`config.mk`:
```
export PLATFORM = sky130hd
export DESIGN_NAME = conv_tile_scheduler
export DESIGN_NICKNAME = d
export VERILOG_FILES = /design/src/rtl/conv_tile_scheduler_pkg.sv /design/src/rtl/conv_tile_scheduler_kernel_pos_counter.sv /design/src/rtl/conv_tile_scheduler.sv
export SDC_FILE = /design/constraint.sdc
export NUM_CORES = 1
export LEC_CHECK = 0
export BUFFER_PORTS_ARGS = -buffer_cell sky130_fd_sc_hd__clkbuf_2
export CORE_AREA = 3 3 221 223
export CTS_BUF_LIST = sky130_fd_sc_hd__clkbuf_2
export CTS_CLUSTER_DIAMETER = 120
export CTS_CLUSTER_SIZE = 8
export DETAILED_ROUTE_END_ITERATION = 6
export DIE_AREA = 0 0 224 226
export PLACE_DENSITY_LB_ADDON = 0.3
export REMOVE_ABC_BUFFERS = 1
export SYNTH_ARGS = -nofsm -noshare
export SYNTH_HDL_FRONTEND = slang
export SYNTH_SLANG_ARGS = --single-unit
```
`constraint.sdc`:
```
create_clock -name clk -period 3.5 [get_ports clk]
set_input_delay 0.7 -clock clk [delete_from_list [all_inputs] [get_ports clk]]
set_output_delay 0.7 -clock clk [all_outputs]
set_load 0.1 [all_outputs]
```
`src/rtl/conv_tile_scheduler_pkg.sv`:
```
// Shared parameters, FSM state encoding and kernel-size legality check
// for the convolution tile scheduler.
package conv_tile_scheduler_pkg;

  localparam int DATA_WIDTH        = 16;
  localparam int PARA_X            = 4;
  localparam int PARA_Y            = 4;
  localparam int KERNEL_SIZE_WIDTH = 4;
  localparam int KERNEL_SIZE_MAX   = 5;
  localparam int RESULT_WIDTH      = PARA_X * PARA_Y * DATA_WIDTH;

  typedef enum logic [2:0] {
    ST_IDLE,
    ST_PRIME,
    ST_MAC,
    ST_WAIT,
    ST_OUT,
    ST_DONE
  } state_t;

  function automatic logic k_illegal(input logic [KERNEL_SIZE_WIDTH-1:0] k);
    return (k == '0) || (k > KERNEL_SIZE_WIDTH'(KERNEL_SIZE_MAX));
  endfunction

endpackage

```
`src/rtl/conv_tile_scheduler_kernel_pos_counter.sv`:
```
// Kernel position counter: walks (r, c) over a K x K window, c fastest,
// and flags the final position so the caller can stop after it.
module kernel_pos_counter
  import conv_tile_scheduler_pkg::*;
(
  input  logic                         clk,
  input  logic                         rst,
  input  logic                         clr,
  input  logic                         adv,
  input  logic [KERNEL_SIZE_WIDTH-1:0] k,
  output logic [KERNEL_SIZE_WIDTH-1:0] r,
  output logic [KERNEL_SIZE_WIDTH-1:0] c,
  output logic                         last
);

  logic [KERNEL_SIZE_WIDTH-1:0] k_m1;

  assign k_m1 = k - KERNEL_SIZE_WIDTH'(1);
  assign last = (r == k_m1) && (c == k_m1);

  always_ff @(posedge clk) begin
    if (rst || clr) begin
      r <= '0;
      c <= '0;
    end else if (adv) begin
      if (c == k_m1) begin
        c <= '0;
        r <= last ? '0 : r + KERNEL_SIZE_WIDTH'(1);
      end else begin
        c <= c + KERNEL_SIZE_WIDTH'(1);
      end
    end
  end

endmodule

```
`src/rtl/conv_tile_scheduler.sv`:
```
// Tile job sequencer for one convolution unit: weight reads, window strobes,
// unit run enable and valid/ready handoff of each tile result.
//
// state | meaning
// IDLE  | waiting for start, config latched on accept
// PRIME | first weight read (w_base) issued, unit held in reset
// MAC   | K*K cycles of window strobes, reads run one position ahead
// WAIT  | unit running, waiting for result_ready
// OUT   | result held on out_data until out_ready, unit held in reset
// DONE  | one-cycle done pulse, busy drops afterwards
module conv_tile_scheduler
  import conv_tile_scheduler_pkg::*;
#(
  parameter int WADDR_WIDTH = 8,
  parameter int TILE_WIDTH  = 8
) (
  input  logic                         clk,
  input  logic                         rst,
  input  logic                         start,
  input  logic [KERNEL_SIZE_WIDTH-1:0] kernel_size,
  input  logic [WADDR_WIDTH-1:0]       w_base,
  input  logic [TILE_WIDTH-1:0]        tile_count,
  output logic                         busy,
  output logic                         done,
  output logic                         err,
  output logic                         w_rd_en,
  output logic [WADDR_WIDTH-1:0]       w_rd_addr,
  output logic                         row_load,
  output logic                         col_shift,
  output logic [KERNEL_SIZE_WIDTH-1:0] kernel_row,
  output logic                         conv_rst_n,
  input  logic                         conv_result_ready,
  input  logic [RESULT_WIDTH-1:0]      conv_result,
  output logic                         out_valid,
  input  logic                         out_ready,
  output logic [RESULT_WIDTH-1:0]      out_data,
  output logic [TILE_WIDTH-1:0]        out_tile
);

  state_t                       state;
  logic [KERNEL_SIZE_WIDTH-1:0] k_q;
  logic [WADDR_WIDTH-1:0]       w_base_q;
  logic [TILE_WIDTH-1:0]        tile_count_q;
  logic [TILE_WIDTH-1:0]        tile_q;
  logic [TILE_WIDTH-1:0]        tile_next;
  logic                         emitted_last;
  logic [KERNEL_SIZE_WIDTH-1:0] pos_r;
  logic [KERNEL_SIZE_WIDTH-1:0] pos_c;
  logic                         pos_last;
  logic                         cnt_clr;
  logic                         cnt_adv;
  logic [WADDR_WIDTH-1:0]       pos_addr;

  // The counter holds the position to emit on the next edge; PRIME emits (0,0).
  assign cnt_clr   = !(state inside {ST_PRIME, ST_MAC});
  assign cnt_adv   = (state == ST_PRIME) || ((state == ST_MAC) && !emitted_last);
  assign pos_addr  = w_base_q + WADDR_WIDTH'(pos_r) * WADDR_WIDTH'(k_q)
                     + WADDR_WIDTH'(pos_c) + WADDR_WIDTH'(1);
  assign tile_next = tile_q + TILE_WIDTH'(1);

  kernel_pos_counter u_pos (
    .clk  (clk),
    .rst  (rst),
    .clr  (cnt_clr),
    .adv  (cnt_adv),
    .k    (k_q),
    .r    (pos_r),
    .c    (pos_c),
    .last (pos_last)
  );

  always_ff @(posedge clk) begin
    if (rst) begin
      state        <= ST_IDLE;
      k_q          <= '0;
      w_base_q     <= '0;
      tile_count_q <= '0;
      tile_q       <= '0;
      emitted_last <= 1'b0;
      busy         <= 1'b0;
      done         <= 1'b0;
      err          <= 1'b0;
      w_rd_en      <= 1'b0;
      w_rd_addr    <= '0;
      row_load     <= 1'b0;
      col_shift    <= 1'b0;
      kernel_row   <= '0;
      conv_rst_n   <= 1'b0;
      out_valid    <= 1'b0;
      out_data     <= '0;
      out_tile     <= '0;
    end else begin
      done <= 1'b0;
      case (state)
        ST_IDLE: begin
          if (start) begin
            k_q          <= kernel_size;
            w_base_q     <= w_base;
            tile_count_q <= tile_count;
            tile_q       <= '0;
            busy         <= 1'b1;
            if (k_illegal(kernel_size)) begin
              err   <= 1'b1;
              done  <= 1'b1;
              state <= ST_DONE;
            end else begin
              err <= 1'b0;
              if (tile_count == '0) begin
                done  <= 1'b1;
                state <= ST_DONE;
              end else begin
                w_rd_en   <= 1'b1;
                w_rd_addr <= w_base;
                state     <= ST_PRIME;
              end
            end
          end
        end
        ST_PRIME, ST_MAC: begin
          if ((state == ST_MAC) && emitted_last) begin
            w_rd_en   <= 1'b0;
            row_load  <= 1'b0;
            col_shift <= 1'b0;
            state     <= ST_WAIT;
          end else begin
            conv_rst_n   <= 1'b1;
            row_load     <= (pos_c == '0);
            col_shift    <= (pos_c != '0);
            kernel_row   <= pos_r;
            // The final position's weight was already fetched one cycle earlier.
            w_rd_en      <= !pos_last;
            if (!pos_last) w_rd_addr <= pos_addr;
            emitted_last <= pos_last;
            state        <= ST_MAC;
          end
        end
        ST_WAIT: begin
          if (conv_result_ready) begin
            out_data   <= conv_result;
            out_tile   <= tile_q;
            out_valid  <= 1'b1;
            conv_rst_n <= 1'b0;
            state      <= ST_OUT;
          end
        end
        ST_OUT: begin
          if (out_ready) begin
            out_valid <= 1'b0;
            tile_q    <= tile_next;
            if (tile_next == tile_count_q) begin
              done  <= 1'b1;
              state <= ST_DONE;
            end else begin
              w_rd_en   <= 1'b1;
              w_rd_addr <= w_base_q;
              state     <= ST_PRIME;
            end
          end
        end
        ST_DONE: begin
          busy  <= 1'b0;
          state <= ST_IDLE;
        end
        default: state <= ST_IDLE;
      endcase
    end
  end

endmodule

```
# After elaboration in Yosys (flattened, before gate mapping)
# Index checks and enable logic that the tools add are counted.
# Widths: inputs -> output; s select.
# word_totals
regBits	324
latchBits	0
ramBits	0
mem_bits_ro	0
output_inout_bits	284
elab_cells	123
n_memories	0
# classes
addsub	7
mul	1
div_mod_pow	0
magnitude_cmp	1
n_eq_ne	16
n_shift	0
muxes	45
bitwise_logic	1
reduce_logical	32
# op_table
operator	n
$mux 8	9
$pmux 8 s3	1
$mux 1	20
$mux 3	6
$add 8x1->8 const B	2
$ne 2x2->1 const B	8
$pmux 8 s2	1
$pmux 3 s4	1
$reduce_and 3->1	4
$reduce_and 2->1	5
$reduce_bool 2->1	5
$add 4x1->4 const B	2
$add 8x4->8	1
$add 8x8->8	1
$eq 4x4->1	2
$eq 8x8->1	1
$logic_not 4->1	2
$logic_not 8->1	1
$mul 4x4->8	1
$mux 4	2
$pmux 1 s2	4
$reduce_and 8->1	1
$eq 3x2->1 const B	2
$eq 3x3->1 const B	2
13 further kinds	19

# Logic depth before layout (Yosys ltp)
# depth
depth_word	7
mapped_depth	16
ltp_nobuf	15

# Hierarchy
# Synthesis repeated with hierarchy kept, for this count alone.
# unflattened
hier_cells	1620
hier_area_um2	12828.6
# by_module_without_submodules
module	instances	cells_each	area_per_inst_um2	seq_area_each_um2
conv_tile_scheduler	1	1563	12256.8	6326.1
kernel_pos_counter	1	57	571.8	160.2

# Worst setup path before layout
# No wires, ideal clock.
# synth_timing
path_kind	reg-to-reg
start	reg u_pos.r[1]
end	reg w_rd_addr[6]
arrival_ps	3572
required_time_ps	3383
path_slack_ps	-189
stages_incl_launch_ff	14
n_path_buf	1
period_less_slack_ps	3689
cell_sequence	dfxtp_1 -> clkbuf_1 -> nand2_1 -> fa_1 -> fa_1 -> fa_1 -> inv_1 -> fa_1 -> a21o_1 -> a21oi_1 -> xnor2_1 -> a221oi_1 -> o211ai_1 -> o211a_1
# synth_between
elab_chain_cells	7
# synth_rtl
element	line	text
start: declaration	conv_tile_scheduler_kernel_pos_counter.sv:11	output logic [KERNEL_SIZE_WIDTH-1:0] r,
start signal: assignment	conv_tile_scheduler_kernel_pos_counter.sv:28	r <= last ? '0 : r + KERNEL_SIZE_WIDTH'(1);
$mul 4x4->8	conv_tile_scheduler.sv:57	assign pos_addr = w_base_q + WADDR_WIDTH'(pos_r) * WADDR_WIDTH'(k_q)
$add 8x8->8	conv_tile_scheduler.sv:57	
$add 8x4->8	conv_tile_scheduler.sv:58	+ WADDR_WIDTH'(pos_c) + WADDR_WIDTH'(1);
$add 8x1->8	conv_tile_scheduler.sv:58	
$mux 8	conv_tile_scheduler.sv:132	if (!pos_last) w_rd_addr <= pos_addr;
$mux 8	conv_tile_scheduler.sv:120	if ((state == ST_MAC) && emitted_last) begin
$pmux 8 s3	conv_tile_scheduler.sv:94	case (state)
end signal: assignment	conv_tile_scheduler.sv:113	w_rd_addr <= w_base;
end signal: assignment	conv_tile_scheduler.sv:132	
end signal: assignment	conv_tile_scheduler.sv:155	w_rd_addr <= w_base_q;
end: declaration	conv_tile_scheduler.sv:27	output logic [WADDR_WIDTH-1:0] w_rd_addr,
# Parallel ways exist; a longest one is shown, timed or not. The select of a mux whose other input is x is not followed.
# A chain may end at the register's enable or synchronous reset.

# Worst setup path after layout
# layout_timing
start	reg u_pos.r[3]
end	reg w_rd_addr[7]
# The elaborated chain is that of the path after synthesis.

==> impl_metrics.ini <==
[timing]
rsz0062_at_grt = yes
holdWs_ns = 0.188
tightest_slew_ns = 0.998
setup_tns_ns = 0
worst_slew_margin_rel = 0.332
slew_viol_final = 0
hold_viol = 0
setup_violations = 0
skew_ns = 0.0529
period_share = 0.993
min_period_ns = 3.47
clock.fmax_ghz = 0.288

[floorplan]
num_rows = 79
die_area_um2 = 50600
fp.dieW_um = 224
start_util = 0.275
ioPinCount = 565
core_area_um2 = 46800
die_h_um = 226

[cells_and_area]
area_growth_pct = 52.3
seq_area_um2 = 6510
multiInputGateArea_um2 = 5830
design_area_um2 = 19600
fill_cells = 4691
drive_gt1_frac = 0.285
finish.net_count = 2743

[worst_setup_path]
reg2reg_from = u_pos.r[3]$_SDFFE_PP0P_
endpoint_kind = register
path_max_fanout = 4
crit_path_start_kind = register
cp.required_ns = 4.37
crit_type = reg2reg
r2r_cells = 12
reg2reg_slack_ns = 0.03
cp.arrival_ns = 4.35
reg2reg_to = w_rd_addr[7]$_SDFFE_PP0P_

[global_routing]
grt_pass1_vias = 14100
grtUsageMet2 = 0.318
track_usage = 0.181
grt_util_met1 = 0.204
grt_max_degree = 115
gr-usage-met3 = 0.0499
grt_overflow = 0
grt-busiest-layer = met2
antenna_found_initial = 1
grt_pass1_wl_um = 74400

[cts]
cts.clk_slew.worst_paths_ns = 0.16
root_buffer = clkbuf_2
clock-sinks = 324
cts_tree = done
clk_latency_ns = 0.97
cts_buffer_depth = 3
h-tree-depth = 2
cts_buffers = 46

[placed_design]
place_area_um2 = 16300
place.gp.congestion = 0.828
port_buffers = 564
hpwl_um = 33300

[power_and_ir_drop]
sequentialPowerShare = 0.430
powerDensity_nw_per_um2 = 496
combPwrFrac = 0.374
ir_drop_mv = 0.449
netSwitchingFraction = 0.426
clkPwrFrac = 0.196
p_leak_nw = 8.36
p_sw_w = 0.00413
p_int_w = 0.00556

[synthesis]
synth_area_um2 = 12800
synth_seq_cells = 324
synthCells = 1619
synthDistinctLibCells = 56
synthFlopType = dfxtp_1
avgSynthCellArea_um2 = 7.93
async_flop_share = 0
ys_seq_area_frac = 0.505
synth_edf_count = 0
yosysWarnings = 0

[hold_path]
min_path_type = in2reg
worstHoldStart = rst
min_path_cells = 2
hold_path_end = out_valid$_SDFFE_PP0P_

[drt]
postRouteAntennaNets = 0
routedWlPerCell_um = 16.0
dr_total_vias = 14000
drt_iter0_drc = 727
firstDrtPassIters = 5
drc = 0
drt-vias-per-instance = 4.62
wl_um = 48800

[flow_run]
maxCapViolations = 0

[run_status]
status = finished clean
==> flip-flops by register name, summed over array words and instances, names as in the netlist, 3 cells and up <==
name and count:
k_q 4, kernel_row 4, out_data 256, out_tile 8
state 3, tile_count_q 8, tile_q 8, u_pos.c 4
u_pos.r 4, w_base_q 8, w_rd_addr 8
==> cell usage after synthesis (all sizes together), types with 2 or more instances <==
cell type / n / share of area
nand3: 10 / 0.0039
xnor3: 3 / 0.0054
a21oi: 305 / 0.12
nand2: 594 / 0.17
fa: 15 / 0.023
nor4: 4 / 0.0019
a22oi: 6 / 0.0035
o21ai: 13 / 0.0054
o211a: 5 / 0.0039
a21boi: 2 / 0.0012
mux2i: 8 / 0.0062
buf: 14 / 0.0076
o22ai: 2 / 0.00097
xnor2: 12 / 0.0082
nor2b: 2 / 0.00097
nor3: 13 / 0.0051
a211oi: 7 / 0.0051
a32oi: 2 / 0.0014
a21o: 8 / 0.0047
a221oi: 5 / 0.0034
o21a: 2 / 0.0018
inv: 36 / 0.011
and3: 6 / 0.0029
o211ai: 7 / 0.0041
a2111oi: 2 / 0.0028
nand3b: 4 / 0.0023
or3: 2 / 0.0011
nor2: 46 / 0.013
ha: 17 / 0.017
clkbuf: 103 / 0.030
nand4: 2 / 0.00097
dfxtp: 324 / 0.51
or3b: 2 / 0.0014
xor2: 8 / 0.0055
nand2b: 4 / 0.0019
and4: 2 / 0.0014
and2: 13 / 0.0063
==> what timing repair did <==
action	in CTS	in global routing
hold buffers	277	0
setup buffers	2	1
hold endpoints to repair	279	0
setup endpoints to repair	4	4
pin swaps	3	8
gates resized for setup	15	18
==> cells by family after synthesis <==
group,share of synthesized area
AOI/OAI and AO/OA,0.161
xor gates and xnor gates,0.0190
adders and majority gates,0.0400
buffers and inverters,0.0483
DFF,0.505
muxes,0.00624
and+or+nand+nor,0.220
==> stage by stage <==
stage,instances,power (W),util,setup WS [ns]
after floorplan,1502,0.00668,-,-5.71
after global placement,2709,0.00752,0.349,-0.163
after detailed placement,2709,0.00756,0.349,-0.218
after CTS,3038,0.00978,0.416,-0.0246
after global routing,3040,0.0102,0.418,-0.119
final,3041,0.00969,0.418,0.0258
==> worst max path at each step <==
| stage | start | cells after the start | slack [ns] | end |
|---|---|---|---|---|
| floorplan | conv_result_ready | 4 | -5.71 | out_data[0]$_SDFFE_PP0P_ |
| global route | k_q[0]$_SDFFE_PP0P_ | 12 | -0.12 | w_rd_addr[6]$_SDFFE_PP0P_ |
| global placement | k_q[3]$_SDFFE_PP0P_ | 12 | -0.16 | w_rd_addr[6]$_SDFFE_PP0P_ |
| finish | u_pos.r[3]$_SDFFE_PP0P_ | 12 | 0.03 | w_rd_addr[7]$_SDFFE_PP0P_ |
| CTS | k_q[0]$_SDFFE_PP0P_ | 16 | -0.02 | w_rd_addr[6]$_SDFFE_PP0P_ |
| detailed placement | k_q[3]$_SDFFE_PP0P_ | 12 | -0.22 | w_rd_addr[6]$_SDFFE_PP0P_ |
==> area by class of cell <==
| class | instances | area share |
|---|---|---|
| antenna | 2 | 0.000256 |
| clock buffer | 47 | 0.0120 |
| clock inverter | 3 | 0.00461 |
| inverter | 36 | 0.00691 |
| multi-input combinational | 1142 | 0.298 |
| sequential | 324 | 0.333 |
| tap | 607 | 0.0388 |
| timing repair buffer | 880 | 0.306 |
==> power by group through the flow <==
stage               Combinational [W]  Clock [W]  Sequential [W]
floorplan                     0.00118          0         0.00550
global placement              0.00329          0         0.00423
detailed placement            0.00331          0         0.00425
CTS                           0.00359    0.00202         0.00417
global route                  0.00385    0.00216         0.00420
finish                        0.00363    0.00190         0.00417
==> placed cells by master (no fill, tap or decap), types with 3 or more instances in the layout <==
cell           synthesis  layout
clkbuf_2               1     610
nand2_1              594     590
dfxtp_1              324     313
a21oi_1              305     303
dlygate4sd3_1          0     277
nor2_1                46      45
inv_1                 36      34
buf_4                  3      31
fa_1                  15      14
nor3_1                13      13
and2_1                13      12
xnor2_1               12      12
ha_1                  17      12
o21ai_0               12      11
nand3_1               10      10
mux2i_1                8       8
xor2_1                 8       8
a21o_1                 8       8
dfxtp_2                0       8
o211ai_1               7       7
buf_12                 0       7
and3_1                 6       6
a22oi_1                6       6
a211oi_1               6       5
o211a_1                5       5
nand2b_1               4       4
nand3b_1               4       4
nor4_1                 4       4
nand2_2                0       3
a221oi_1               5       3
ha_4                   0       3
bufinv_16              0       3
dfxtp_4                0       3
==> layer usage <==
layer | vias up | wire [um]
met4 | 0 | 2050
met2 | 542 | 24000
met5 | - | 0
met1 | 6481 | 19000
met3 | 140 | 3640
li1 | 6875 | -
==> worst max-delay path: stages (launching register included) <==
cell and delay, ns:
dfxtp_4 0.41, nand2_2 0.06, fa_1 0.54, fa_1 0.44
fa_1 0.53, inv_2 0.05, ha_1 0.29, a21o_1 0.19
a211o_1 0.29, a211oi_2 0.18, o21ai_1 0.10, a31o_2 0.22
mux2i_1 0.11
(Power assumes the default switching activity.)
